$ cat config.mk
export PLATFORM = sky130hd
export DESIGN_NAME = median_sort_scheduler_flat
export DESIGN_NICKNAME = d
export VERILOG_FILES = /design/src/rtl/median_sort_scheduler_pkg.sv /design/src/rtl/median_sort_scheduler_if.sv /design/src/rtl/median_pos_counter.sv /design/src/rtl/median_sort_scheduler.sv /design/src/flat_wrapper.sv
export SDC_FILE = /design/constraint.sdc
export NUM_CORES = 1
export LEC_CHECK = 0
export BUFFER_PORTS_ARGS = -buffer_cell sky130_fd_sc_hd__buf_2
export CORE_UTILIZATION = 48
export DETAILED_ROUTE_END_ITERATION = 16
export GPL_ROUTABILITY_DRIVEN = 0
export PLACE_DENSITY = 0.92
export SLEW_MARGIN = 10
export SYNTH_ARGS = -nofsm -noshare
export SYNTH_HDL_FRONTEND = slang
export SYNTH_SLANG_ARGS = --single-unit
$ cat constraint.sdc
create_clock -name CLK -period 2.1 [get_ports CLK]
set_clock_uncertainty 0.05 [all_clocks]
set_input_delay 0.42 -clock CLK [delete_from_list [all_inputs] [get_ports CLK]]
set_output_delay 0.42 -clock CLK [all_outputs]
set_load 0.03 [all_outputs]
$ cat src/rtl/median_sort_scheduler_pkg.sv
// Shared types and helpers for the median sort scheduler: pixel and window
// types, FSM state encodings and window slice access.
`ifndef BIT_WIDTH
`define BIT_WIDTH 8
`endif

// Bit range of pixel k inside a packed window, for use as w[`WIN_SLICE(k)].
`ifndef WIN_SLICE
`define WIN_SLICE(k) ((k) * `BIT_WIDTH) +: `BIT_WIDTH
`endif

package median_sort_scheduler_pkg;

    localparam int BIT_WIDTH = `BIT_WIDTH;

    // A window is 3x3 pixels in raster order; pixel 4 is the centre.
    localparam int          WIN_PIX    = 9;
    localparam int unsigned CENTRE_IDX = 4;

    typedef logic [BIT_WIDTH-1:0]         pix_t;
    typedef logic [WIN_PIX*BIT_WIDTH-1:0] win_t;

    typedef enum logic [2:0] {
        ST_IDLE    = 3'd0,
        ST_LOAD    = 3'd1,
        ST_START   = 3'd2,
        ST_RELEASE = 3'd3,
        ST_OUT     = 3'd4
    } state_t;

    // Pixel k of a packed window.
    function automatic pix_t win_slice(input win_t w, input int unsigned k);
        return w[k*BIT_WIDTH +: BIT_WIDTH];
    endfunction

endpackage

$ cat src/rtl/median_sort_scheduler_if.sv
// Bundle of the window input, sort unit and median output handshakes.
// master = scheduler side, slave = the surrounding blocks.
interface median_sort_scheduler_if;
    import median_sort_scheduler_pkg::*;

    // Upstream window stream
    logic win_valid_i;
    logic win_ready_o;
    win_t win_data_i;

    // Shared bubble sort unit
    logic sort_start_o;
    win_t sort_win_o;
    logic sort_valid_i;
    pix_t sort_median_i;

    // Downstream pixel stream
    logic med_valid_o;
    logic med_ready_i;
    pix_t med_data_o;
    logic med_last_o;

    // Status
    logic busy_o;
    logic timeout_err_o;

    modport master (
        input  win_valid_i,
        input  win_data_i,
        input  sort_valid_i,
        input  sort_median_i,
        input  med_ready_i,
        output win_ready_o,
        output sort_start_o,
        output sort_win_o,
        output med_valid_o,
        output med_data_o,
        output med_last_o,
        output busy_o,
        output timeout_err_o
    );

    modport slave (
        output win_valid_i,
        output win_data_i,
        output sort_valid_i,
        output sort_median_i,
        output med_ready_i,
        input  win_ready_o,
        input  sort_start_o,
        input  sort_win_o,
        input  med_valid_o,
        input  med_data_o,
        input  med_last_o,
        input  busy_o,
        input  timeout_err_o
    );

endinterface

$ cat src/rtl/median_pos_counter.sv
// Raster position tracker: column/row counters that wrap at the image edge,
// plus flags for "window sits on the image border" and "last pixel of frame".
module median_pos_counter #(
    parameter int IMG_W = 128,
    parameter int IMG_H = 128
) (
    input  logic clk,
    input  logic srst,
    input  logic advance_i,
    output logic border_o,
    output logic last_o
);

    localparam int COL_W = $clog2(IMG_W);
    localparam int ROW_W = $clog2(IMG_H);
    localparam logic [COL_W-1:0] COL_MAX = COL_W'(IMG_W - 1);
    localparam logic [ROW_W-1:0] ROW_MAX = ROW_W'(IMG_H - 1);

    logic [COL_W-1:0] col_q, col_d;
    logic [ROW_W-1:0] row_q, row_d;

    // Position registers; frame starts at the top-left pixel.
    always_ff @(posedge clk) begin
        if (srst) begin
            col_q <= '0;
            row_q <= '0;
        end else begin
            col_q <= col_d;
            row_q <= row_d;
        end
    end

    // Step one pixel in raster order; the frame wraps with no gap.
    always_comb begin
        col_d = col_q;
        row_d = row_q;
        if (advance_i) begin
            if (col_q == COL_MAX) begin
                col_d = '0;
                row_d = (row_q == ROW_MAX) ? '0 : row_q + ROW_W'(1);
            end else begin
                col_d = col_q + COL_W'(1);
            end
        end
    end

    assign border_o = (row_q == '0) || (row_q == ROW_MAX) ||
                      (col_q == '0) || (col_q == COL_MAX);
    assign last_o   = (row_q == ROW_MAX) && (col_q == COL_MAX);

endmodule

$ cat src/rtl/median_sort_scheduler.sv
// Drives one shared 9-input sort unit to turn a stream of 3x3 windows into a
// stream of median pixels. Border windows bypass the sort with their centre
// pixel; a watchdog falls back to the centre pixel if the sort never answers.
module median_sort_scheduler
    import median_sort_scheduler_pkg::*;
#(
    parameter int IMG_W        = 128,
    parameter int IMG_H        = 128,
    parameter int SORT_TIMEOUT = 63
) (
    input  logic CLK,
    input  logic RST,
    median_sort_scheduler_if.master bus
);

    // The watchdog counts up to SORT_TIMEOUT, so size it to hold that value.
    localparam int WD_W = $clog2(SORT_TIMEOUT + 1);
    localparam logic [WD_W-1:0] WD_LAST = WD_W'(SORT_TIMEOUT - 1);

    state_t          state_q, state_d;
    win_t            win_q, win_d;
    pix_t            med_q, med_d;
    logic [WD_W-1:0] wd_q, wd_d;
    logic            tmo_q, tmo_d;   // current window ended by the watchdog
    logic            err_q, err_d;   // sticky: any watchdog expiry since reset
    logic            advance;
    logic            border;
    logic            last_pix;
    pix_t            centre;

    assign centre = win_slice(win_q, CENTRE_IDX);

    median_pos_counter #(
        .IMG_W (IMG_W),
        .IMG_H (IMG_H)
    ) u_pos (
        .clk       (CLK),
        .srst      (RST),
        .advance_i (advance),
        .border_o  (border),
        .last_o    (last_pix)
    );

    // State and datapath registers; reset abandons any window in flight.
    always_ff @(posedge CLK) begin
        if (RST) begin
            state_q <= ST_IDLE;
            win_q   <= '0;
            med_q   <= '0;
            wd_q    <= '0;
            tmo_q   <= 1'b0;
            err_q   <= 1'b0;
        end else begin
            state_q <= state_d;
            win_q   <= win_d;
            med_q   <= med_d;
            wd_q    <= wd_d;
            tmo_q   <= tmo_d;
            err_q   <= err_d;
        end
    end

    // Next-state logic: accept, classify, sort or bypass, then present.
    always_comb begin
        state_d = state_q;
        win_d   = win_q;
        med_d   = med_q;
        wd_d    = wd_q;
        tmo_d   = tmo_q;
        err_d   = err_q;
        advance = 1'b0;

        case (state_q)
            ST_IDLE: begin
                // win_ready_o is high in IDLE, so valid alone completes the handshake.
                if (bus.win_valid_i) begin
                    win_d   = bus.win_data_i;
                    state_d = ST_LOAD;
                end
            end

            ST_LOAD: begin
                if (border) begin
                    med_d   = centre;
                    state_d = ST_OUT;
                end else begin
                    wd_d    = '0;
                    tmo_d   = 1'b0;
                    state_d = ST_START;
                end
            end

            ST_START: begin
                wd_d = wd_q + WD_W'(1);
                // A sort result arriving on the watchdog's final cycle still wins.
                if (bus.sort_valid_i) begin
                    med_d   = bus.sort_median_i;
                    state_d = ST_RELEASE;
                end else if (wd_q == WD_LAST) begin
                    med_d   = centre;
                    tmo_d   = 1'b1;
                    err_d   = 1'b1;
                    state_d = ST_RELEASE;
                end
            end

            ST_RELEASE: begin
                // Wait for the sort unit to leave DONE so it can be restarted;
                // a timed-out sort is not waited on.
                if (tmo_q || !bus.sort_valid_i) begin
                    state_d = ST_OUT;
                end
            end

            ST_OUT: begin
                if (bus.med_ready_i) begin
                    advance = 1'b1;
                    state_d = ST_IDLE;
                end
            end

            default: begin
                state_d = ST_IDLE;
            end
        endcase
    end

    assign bus.win_ready_o   = (state_q == ST_IDLE) && !RST;
    assign bus.sort_start_o  = (state_q == ST_START);
    assign bus.sort_win_o    = win_q;
    assign bus.med_valid_o   = (state_q == ST_OUT);
    assign bus.med_data_o    = med_q;
    assign bus.med_last_o    = (state_q == ST_OUT) && last_pix;
    assign bus.busy_o        = (state_q != ST_IDLE);
    assign bus.timeout_err_o = err_q;

endmodule

$ cat src/flat_wrapper.sv
// flat-port wrapper written by rule: the top's interface ports become plain ports
module median_sort_scheduler_flat import median_sort_scheduler_pkg::*;
#(
    parameter int IMG_W        = 128,
    parameter int IMG_H        = 128,
    parameter int SORT_TIMEOUT = 63
)
  (CLK, RST, bus_win_valid_i, bus_win_data_i, bus_sort_valid_i, bus_sort_median_i, bus_med_ready_i, bus_win_ready_o, bus_sort_start_o, bus_sort_win_o, bus_med_valid_o, bus_med_data_o, bus_med_last_o, bus_busy_o, bus_timeout_err_o);
  median_sort_scheduler_if bus_i ();
  input  logic CLK;
  input  logic RST;
  input wire logic [$bits(bus_i.win_valid_i)-1:0] bus_win_valid_i;
  input wire logic [$bits(bus_i.win_data_i)-1:0] bus_win_data_i;
  input wire logic [$bits(bus_i.sort_valid_i)-1:0] bus_sort_valid_i;
  input wire logic [$bits(bus_i.sort_median_i)-1:0] bus_sort_median_i;
  input wire logic [$bits(bus_i.med_ready_i)-1:0] bus_med_ready_i;
  output wire logic [$bits(bus_i.win_ready_o)-1:0] bus_win_ready_o;
  output wire logic [$bits(bus_i.sort_start_o)-1:0] bus_sort_start_o;
  output wire logic [$bits(bus_i.sort_win_o)-1:0] bus_sort_win_o;
  output wire logic [$bits(bus_i.med_valid_o)-1:0] bus_med_valid_o;
  output wire logic [$bits(bus_i.med_data_o)-1:0] bus_med_data_o;
  output wire logic [$bits(bus_i.med_last_o)-1:0] bus_med_last_o;
  output wire logic [$bits(bus_i.busy_o)-1:0] bus_busy_o;
  output wire logic [$bits(bus_i.timeout_err_o)-1:0] bus_timeout_err_o;
  assign bus_i.win_valid_i = bus_win_valid_i;
  assign bus_i.win_data_i = bus_win_data_i;
  assign bus_i.sort_valid_i = bus_sort_valid_i;
  assign bus_i.sort_median_i = bus_sort_median_i;
  assign bus_i.med_ready_i = bus_med_ready_i;
  assign bus_win_ready_o = bus_i.win_ready_o;
  assign bus_sort_start_o = bus_i.sort_start_o;
  assign bus_sort_win_o = bus_i.sort_win_o;
  assign bus_med_valid_o = bus_i.med_valid_o;
  assign bus_med_data_o = bus_i.med_data_o;
  assign bus_med_last_o = bus_i.med_last_o;
  assign bus_busy_o = bus_i.busy_o;
  assign bus_timeout_err_o = bus_i.timeout_err_o;
  median_sort_scheduler #(.IMG_W(IMG_W), .IMG_H(IMG_H), .SORT_TIMEOUT(SORT_TIMEOUT)) u_core (.CLK(CLK), .RST(RST), .bus(bus_i));
endmodule
==> results.tsv <==
metric	value	unit
status	completed	
global-route wire length before repair	16500	um
worst skew pair latency	0.36	ns
hold depth	3	
yosys warns	0	
prevailing post-synth register cell	dfxtp_1	
sequential area share after synthesis	0.502	
WHS Endpoint	u_core.bus.sort_win_o[43]$_SDFFE_PP0P_	
gr ovfl total	0	
die width	95.4	um
RR Endpoint	u_core.bus.med_data_o[7]$_SDFFE_PP0P_	
r2r setup slk	0.09	ns
crit-path cells	ha_2, nand2_2, nor3_2, and3_4, buf_6	
Slew HR	0.681	
CP peak stage delay	0.37	ns
WL/cell	13.9	um
commonest non-fill, non-tap cell in the layout	buf_2	
# fillers	700	
FF-to-FF path depth	9	
CTS H-tree depth	3	
Die ar.	9100	um2
Max-Cap Viols	0	
crit start category	flip-flop	
buffers plus inverters on the worst setup path	1	
asr flop ratio synth	0	
Initial Util	0.502	
slowest CP cell	dfxtp_2	
FMAX	489	MHz
Peak VDD IR	0.577	mV
Core Region	8340	um2
clk slew on worst S/H paths	0.11	ns
total track usage	0.233	
Seq cells post-synth	105	
final number of setup-violating endpoints	0	
area grow syn2layout	28.9	%
Setup Slack @ Placement	0.0947	ns
Arr. time, crit path	1.58	ns
met2 routed WL	5430	um
number of clock sinks	105	
RR Startpoint	u_core.u_pos.col_q[1]$_SDFFE_PP0P_	
crit end category	output pin	
Met3 Wirelength	691	um
1st-iter DRT viols	189	
CP delay by family, top	simple AND/OR/NAND/NOR gates	
sequential cell area	2120	um2
Inst Count DP	755	
Pins Over Slew Limit	0	
Final Cycle Share	0.975	
final worst slack	0.0535	ns
Max Used Layer	met4	
area of the multi-input gates	1940	um2
CTS tree	done	
std cell rows	33	
net count after synthesis	594	
TritonCTS buffer count	9	
vias in the first global route	3777	
Yosys cell types	45	
met1 wire length	4350	um
total I/O pin count	171	
initial antenna violation count	0	
die span in y	95.4	um
pin count of the biggest net entering global routing	46	
WHS	0.226	ns
setup_tns	0	ns
most frequent cells in the layout	buf_2, nand2_1, dfxtp_1	
First-pass DRT Iterations	4	
vias after detailed routing	4009	
share of post-route cells with drive strength above 1	0.350	
Port Buffers	170	
final WL	10700	um
post-detail-place hpwl	7550	um
Clock Path Buffers	2	
crit path kind	flip-flop to output pin	
# diodes	0	
Post-route DRC	0	
Hold Crit Class	primary input to flip-flop	
power density cells	1120	nW/um2
static leakage	2.36	nW
hold wc startpoint	bus_win_data_i[43]	
synthesized cell area	4190	um2
Post-Synthesis Cells	503	
number of enable flip-flop cells after synthesis	0	
Final Non-Filler Cells	773	
crit path time final	2.05	ns
Slew @ Worst Pin	0.479	ns
Final Hold Viols	0	
Nets	754	
Data required, critical path	1.63	ns
via/cell ratio	5.19	
Routed Antenna Nets	0	
syn avg cell area	8.32	um2
CP max FO	4	
CTS Root Buffer Type	clkbuf_8	
==> metal layers <==
metal  vias to the layer above  track usage
met2                       142        0.410
li1                       2002            -
met5                         -            0
met1                      1845        0.261
met4                         0        0.101
met3                        20       0.0678
==> where the power goes <==
group	internal (mW)	switching [mW]	leakage [nW]
registers	2.32	0.214	0.863
logic	0.728	1.56	1.40
clock network	0.496	0.735	0.0988
==> synth_stat cells, drive strengths merged (2+ instances only) <==
master	number	area share
nor4b	2	0.0042
nand2	158	0.14
a311oi	8	0.029
xnor2	5	0.010
a21oi	89	0.11
nand3	5	0.0060
buf	7	0.015
nand2b	2	0.0030
dfxtp	105	0.50
ha	6	0.018
clkbuf	26	0.023
o21ai	2	0.0024
a31oi	2	0.0030
inv	9	0.0081
or3	3	0.0045
mux2i	10	0.024
and4	2	0.0042
xor2	6	0.013
nand4	7	0.010
nor2	21	0.019
and3	3	0.0045
nor3	7	0.0096
==> worst max-delay path by stage <==
stage,start,endpoint,depth (start not counted)
global placement,u_core.state_q[1]$_SDFFE_PP0P_,u_core.bus.med_data_o[1]$_SDFFE_PP0P_,5
global route,u_core.u_pos.col_q[0]$_SDFFE_PP0P_,bus_med_last_o,5
floorplan,u_core.state_q[2]$_SDFFE_PP0P_,bus_med_last_o,4
finish,u_core.u_pos.col_q[0]$_SDFFE_PP0P_,bus_med_last_o,5
detailed placement,u_core.state_q[1]$_SDFFE_PP0P_,u_core.bus.med_data_o[1]$_SDFFE_PP0P_,5
CTS,u_core.u_pos.row_q[2]$_SDFFE_PP0P_,bus_med_last_o,4
==> logic make-up after synthesis <==
| logic type | share of synthesized area |
|---|---|
| and+or+nand+nor | 0.227 |
| AOI/OAI and AO/OA | 0.160 |
| DFF | 0.502 |
| buffers and inverters | 0.0463 |
| xor gates and xnor gates | 0.0230 |
| muxes | 0.0239 |
| adders and majority gates | 0.0179 |
==> final cells by class <==
type / instances / area share
Clock inverter: 6 / 0.0109
Clock buffer: 10 / 0.0255
Inverter: 9 / 0.00626
Sequential cell: 105 / 0.392
Tap cell: 105 / 0.0244
Timing Repair Buffer: 182 / 0.181
Multi-Input combinational cell: 356 / 0.360
==> flip-flops by register name, indices dropped and copies added, names as in the netlist <==
signal	count
u_core.bus.sort_win_o	72
u_core.tmo_q	1
u_core.bus.timeout_err_o	1
u_core.state_q	3
u_core.bus.med_data_o	8
u_core.wd_q	6
u_core.u_pos.row_q	7
u_core.u_pos.col_q	7
==> worst min-delay path, cell delays in order <==
cell,delay (ns)
buf_2,0.09
nand2_1,0.04
a21oi_1,0.05
==> per-stage QoR <==
step           utilization  power, mW  area, um2
2_1_floorplan            -       4.21       4190
3_5_place_dp         0.613       4.83       5110
4_1_cts              0.640       6.06       5340
3_3_place_gp         0.613       4.72       5110
6_report             0.647       6.06       5400
5_1_grt              0.647       6.40       5400
==> timing repair <==
item / in CTS / in global routing
setup endpoints to repair: 4 / 3
hold buffers: 0 / 0
cloned: 0 / 0
resized for setup: 10 / 14
buffers inserted: 0 / 2
hold endpoints to repair: 0 / 0
pin swaps: 1 / 2
(Power assumes the default switching activity.)
